[config.mk]
export PLATFORM = sky130hd
export DESIGN_NAME = ofmap_ctrl
export DESIGN_NICKNAME = d
export VERILOG_FILES = /design/src/rtl/ofmap_ctrl.sv
export SDC_FILE = /design/constraint.sdc
export NUM_CORES = 1
export LEC_CHECK = 0
export CAP_MARGIN = 20
export CORE_AREA = 8 8 227 229
export CTS_CLUSTER_SIZE = 28
export DETAILED_ROUTE_END_ITERATION = 8
export DIE_AREA = 0 0 235 237
export PLACE_DENSITY = 0.38
export SYNTH_ARGS = -nofsm -noshare
export SYNTH_HDL_FRONTEND = slang
export SYNTH_SLANG_ARGS = --single-unit
export TNS_END_PERCENT = 10
[constraint.sdc]
create_clock -name CLK -period 5.05 [get_ports CLK]
set_input_delay 0.7575 -clock CLK [delete_from_list [all_inputs] [get_ports CLK]]
set_output_delay 0.7575 -clock CLK [all_outputs]
set_load 0.01 [all_outputs]
[src/rtl/ofmap_ctrl.sv]
// ofmap_ctrl: sequencer for the output-feature-map SRAM. It writes PE result vectors as 8-word
// blocks, then drains the buffer one word at a time onto a valid/ready stream toward the DMA.
//
// state   | meaning
// --------+--------------------------------------------------------------
// S_IDLE  | waiting for start; block count latched on start
// S_FILL  | accepting PE vectors, one 8-word burst write per handshake
// S_DRAIN | issuing single-word reads, streaming through a 2-entry FIFO
// S_DONE  | one-cycle done pulse, then back to idle
module ofmap_ctrl #(
    parameter int ADDR_BIT = 7
) (
    input  logic                CLK,
    input  logic                RST,
    input  logic                start,
    input  logic [ADDR_BIT-4:0] cfg_blocks_m1,
    input  logic                in_valid,
    output logic                in_ready,
    input  logic [31:0]         in_data [0:7],
    output logic                out_valid,
    input  logic                out_ready,
    output logic [31:0]         out_data,
    output logic                busy,
    output logic                done,
    output logic [ADDR_BIT-1:0] sram_addr,
    output logic                sram_en,
    output logic                sram_we,
    output logic [31:0]         sram_di [0:7],
    input  logic [31:0]         sram_do
);

    localparam int BLK_W = ADDR_BIT - 3;
    localparam int NB_W  = ADDR_BIT - 2;
    localparam int CNT_W = ADDR_BIT + 1;

    localparam logic [NB_W-1:0]     NB_ONE    = 1;
    localparam logic [BLK_W-1:0]    BLK_ONE   = 1;
    localparam logic [CNT_W-1:0]    CNT_ONE   = 1;
    localparam logic [ADDR_BIT-1:0] BLK_WORDS = 8;

    typedef enum logic [1:0] {
        S_IDLE  = 2'd0,
        S_FILL  = 2'd1,
        S_DRAIN = 2'd2,
        S_DONE  = 2'd3
    } state_t;

    state_t r_state;
    state_t w_next;

    logic [BLK_W-1:0]    r_blk_m1;
    logic [BLK_W-1:0]    r_blk_cnt;
    logic [ADDR_BIT-1:0] r_wptr;
    logic [CNT_W-1:0]    r_rptr;
    logic [CNT_W-1:0]    r_pop_cnt;
    logic                r_pend;
    logic [1:0]          r_occ;
    logic [31:0]         r_head;
    logic [31:0]         r_tail;

    logic [NB_W-1:0]  w_nblk;
    logic [CNT_W-1:0] w_nwords;
    logic [CNT_W-1:0] w_last_word;
    logic             w_wr_hs;
    logic             w_pop;
    logic             w_push;
    logic [2:0]       w_lvl;
    logic             w_issue;

    assign w_nblk      = {1'b0, r_blk_m1} + NB_ONE;
    assign w_nwords    = {w_nblk, 3'b000};
    assign w_last_word = w_nwords - CNT_ONE;

    assign out_valid = (r_occ != 2'd0);
    assign out_data  = r_head;

    assign w_wr_hs = (r_state == S_FILL) && in_valid && !RST;
    assign w_pop   = out_valid && out_ready;
    assign w_push  = r_pend;

    // Buffered-plus-in-flight level after this cycle's pop; a new read must keep it within 2.
    assign w_lvl   = {1'b0, r_occ} + {2'b00, r_pend} - {2'b00, w_pop};
    assign w_issue = (r_state == S_DRAIN) && !RST && (r_rptr < w_nwords) && (w_lvl < 3'd2);

    always_ff @(posedge CLK) begin
        if (RST) begin
            r_state <= S_IDLE;
        end else begin
            r_state <= w_next;
        end
    end

    always_comb begin
        w_next = r_state;
        case (r_state)
            S_IDLE: begin
                if (start) begin
                    w_next = S_FILL;
                end
            end
            S_FILL: begin
                if (in_valid && (r_blk_cnt == r_blk_m1)) begin
                    w_next = S_DRAIN;
                end
            end
            S_DRAIN: begin
                if (w_pop && (r_pop_cnt == w_last_word)) begin
                    w_next = S_DONE;
                end
            end
            S_DONE: begin
                w_next = S_IDLE;
            end
            default: begin
                w_next = S_IDLE;
            end
        endcase
    end

    always_comb begin
        in_ready  = 1'b0;
        sram_we   = 1'b0;
        sram_en   = 1'b0;
        sram_addr = '0;
        busy      = 1'b1;
        done      = 1'b0;
        case (r_state)
            S_IDLE: begin
                busy = 1'b0;
            end
            S_FILL: begin
                in_ready  = !RST;
                sram_we   = w_wr_hs;
                sram_addr = r_wptr;
            end
            S_DRAIN: begin
                sram_en = w_issue;
                if (w_issue) begin
                    sram_addr = r_rptr[ADDR_BIT-1:0];
                end
            end
            S_DONE: begin
                done = 1'b1;
            end
            default: begin
                busy = 1'b0;
            end
        endcase
    end

    always_comb begin
        for (int k = 0; k < 8; k++) begin
            sram_di[k] = in_data[k];
        end
    end

    always_ff @(posedge CLK) begin
        if (RST) begin
            r_blk_m1  <= '0;
            r_blk_cnt <= '0;
            r_wptr    <= '0;
            r_rptr    <= '0;
            r_pop_cnt <= '0;
            r_pend    <= 1'b0;
        end else begin
            r_pend <= w_issue;
            case (r_state)
                S_IDLE: begin
                    if (start) begin
                        r_blk_m1  <= cfg_blocks_m1;
                        r_blk_cnt <= '0;
                        r_wptr    <= '0;
                        r_rptr    <= '0;
                        r_pop_cnt <= '0;
                    end
                end
                S_FILL: begin
                    if (in_valid) begin
                        r_wptr    <= r_wptr + BLK_WORDS;
                        r_blk_cnt <= r_blk_cnt + BLK_ONE;
                    end
                end
                S_DRAIN: begin
                    if (w_issue) begin
                        r_rptr <= r_rptr + CNT_ONE;
                    end
                    if (w_pop) begin
                        r_pop_cnt <= r_pop_cnt + CNT_ONE;
                    end
                end
                default: begin
                end
            endcase
        end
    end

    // Shift-style FIFO: r_head is always the word on out_data, so it holds while stalled.
    always_ff @(posedge CLK) begin
        if (RST) begin
            r_occ  <= 2'd0;
            r_head <= '0;
            r_tail <= '0;
        end else begin
            case ({w_push, w_pop})
                2'b10: begin
                    if (r_occ == 2'd0) begin
                        r_head <= sram_do;
                    end else begin
                        r_tail <= sram_do;
                    end
                    r_occ <= r_occ + 2'd1;
                end
                2'b01: begin
                    if (r_occ == 2'd2) begin
                        r_head <= r_tail;
                    end
                    r_occ <= r_occ - 2'd1;
                end
                2'b11: begin
                    if (r_occ == 2'd2) begin
                        r_head <= r_tail;
                        r_tail <= sram_do;
                    end else begin
                        r_head <= sram_do;
                    end
                end
                default: begin
                end
            endcase
        end
    end

endmodule

==> metrics.txt <==
outcome complete, no violations; H-Tree Depth 3; Crit Path Class in -> out; main combinational cell family by area after synthesis buffers and inverters; global-route wire length before repair 30100 um; register bit total from synthesis 97; Die W between 200 and 250 um; cts bufs inserted 9; Routability Congestion 0.731; asr flop ratio synth 0%; DP Worst Slack -0.164 ns; Hold Path Class reg -> reg; vias between 4000 and 5000; hpwl dp around 15000 um; area taken by multi-input logic gates around 2500 um^2; layout cells sized above 1 6.84%; number of remaining DRC errors 0; Starting Density 13.7%; vias in the first global route 4607; Worst-Skew Late Latency 0.39 ns; Post-DP Area 6270 um^2; CTS clk-pin slew, worst paths approximately 0.08 ns; hold depth 2; Cells after Synth 825; Simple-Gate Fraction of Synth Area 14.1%; post-CTS resize count 2; Synth area leader dfxtp_1; CP max FO 7; Chip Height 237 um; Site Rows a little over 80; Seq/Total Area, Yosys 29.4%; ant diodes 0; Adder-Cell Fraction of Synth Area 3.86%; R2R setup slack between 1 and 1.5 ns; multiplexer share of the synthesized area 1.36%; DRT iter0 DRCs 153; post-CTS setup buffer count 0; Ys Warns 0; largest net degree at the start of global routing 69; count of different cell masters after synthesis 57; root buffer cell clkbuf_16; wire per inst 16.2 um; Setup TNS 0 ns; CTS tree done; synthesis-to-finish area growth -0.701%; Finished Cell Area 6560 um^2; Tot GR Track Use 7.23%; commonest non-fill, non-tap cell in the layout dfxtp_1; Post-Synth XOR/XNOR Area 3.18%; Max VDD drop 0.175 mV; leak pwr 2.08 nW; overflow left after global routing 0; Synth Area in Compound Gates 15.4%; boundary pin count 598; final critical-path share of the clock period 94.1%; Filler Cell Count between 5000 and 6000; crit start category primary input; Die ar. approximately 56000 um^2; Final min period 4.75 ns; final net count 954; clk sink count 97; CP endpoint sram_addr[4]; Final ANT Viol Nets 0; hold-fix buffers at CTS 0; crit path DAT approximately 4 ns; Post-Syn Area per Cell 8.01 um^2; sequential standard cell area 1940 um^2; Reg2Reg Launch Point r_occ[1]; Cell Area, Synth roughly 6600 um^2; Area contributors post-synth dfxtp_1 (29%), buf_4 (29%), nand2_1 (5.0%), a22oi_1 (4.1%), a21oi_1 (3.9%); Core Box Area around 48000 um^2; first-pass iteration count of the detailed router 4; Setup Skew 0.0180 ns; r2r worst-path depth 12; # port buffers 85; worst slew pin tran 0.862 ns; Worst setup EP type primary output; Fin. Hold Viols 0; worst setup margin approximately 0.30 ns; WL final 20500 um; Synth top area share 29.4%; Pwr Density 427 nW/um^2; CP Launch Point out_ready; Slew HR about 43%; Slew Limit Fails 0; Finish-stage setup viols 0; worst reg2reg path endpoint r_rptr[6]; number of flops mapped to enable cells by yosys 0; deepest clock path buffer count 2; maxcap violations 0; worst path required time 4.29 ns; total nets after synthesis 1141; Primary FF master, synth dfxtp_1; Peak Freq 211 MHz; Tot Pwr 2.80 mW; RSZ-0062 raised after global routing no; Avg Vias per Cell around 3.7; initial antenna violation count 1; most frequent cells in the layout dfxtp_1 (97), nand2_1 (88), clkdlybuf4s50_1 (83)
[synth_stat cells (3+ instances only)]
library cell,n
buf_4,256
dfxtp_1,97
nand2_1,88
nor2_1,61
a21oi_1,51
a22oi_1,36
clkbuf_1,36
a211oi_1,33
inv_1,19
ha_1,18
xor2_1,17
nand3_1,15
nand2b_1,8
o21ai_0,7
xnor2_1,7
nor2b_1,6
and2_1,5
nand4_1,5
and3_1,4
mux2_2,4
nor3_1,4
buf_1,3
mux2i_1,3
[worst min path at each step]
stage | start | end | slack [ns]
after CTS | r_tail[20] | r_tail[20] | 0.46
after global routing | r_tail[2] | r_tail[2] | 0.47
after global placement | r_tail[24] | r_tail[24] | 0.44
after floorplan | r_tail[0] | r_tail[0] | 0.44
final | r_tail[15] | r_tail[15] | 0.46
after detailed placement | r_tail[7] | r_tail[7] | 0.45
[stage by stage]
stage	cells	hold WS, ns	utilization (%)
finish	1265	0.456	13.6
global route	1265	0.471	13.6
CTS	1265	0.456	13.6
detailed placement	1249	0.446	13.0
global placement	1249	0.441	13.0
floorplan	825	0.436	-
[registers in the layout (all words and copies together), names as in the netlist, 4 cells and up]
register and cells:
r_rptr 8, r_blk_m1 4, r_pop_cnt 8, r_blk_cnt 4, out_data 32, r_wptr 4, r_tail 32
[worst max-delay path: stages]
cell	delay (ns)
dlygate4sd2_1	0.29
o21ai_0	0.12
inv_1	0.09
ha_1	0.27
nand2b_1	0.15
fa_1	0.38
xor2_1	0.15
or4b_1	0.55
buf_4	0.18
o22ai_4	0.27
a22oi_1	0.11
nor2b_1	0.13
clkdlybuf4s50_1	0.55
[cell families after synthesis]
group | count (synthesis)
adders and majority gates | 20
muxes | 8
buffers and inverters | 316
and+or+nand+nor | 209
xor gates and xnor gates | 24
AOI/OAI and AO/OA | 151
DFF | 97
[layout make-up]
type	instances	area share (%)
clock inverter	5	0.744
sequential	97	29.6
clock buffer	11	3.55
inverter	19	1.09
tap	622	11.9
timing repair buffer	99	14.5
multi-input combinational	412	38.6
[report_power, final]
part	switching [mW]	internal [mW]
registers	0.112	0.904
clock network	0.353	0.342
logic	0.595	0.493
total	1.06	1.74
[routing by layer]
| layer | global-route usage, % | vias up | wire length, um | part of all wire [%] |
|---|---|---|---|---|
| li1 | - | 2121 | - | - |
| met1 | 7.22 | 2134 | 7840 | 38 |
| met2 | 10.5 | 293 | 8850 | 43 |
| met3 | 5.25 | 90 | 2740 | 13 |
| met4 | 4.55 | 8 | 874 | 4.3 |
| met5 | 2.49 | - | 141 | 0.69 |
(Power assumes the default switching activity.)
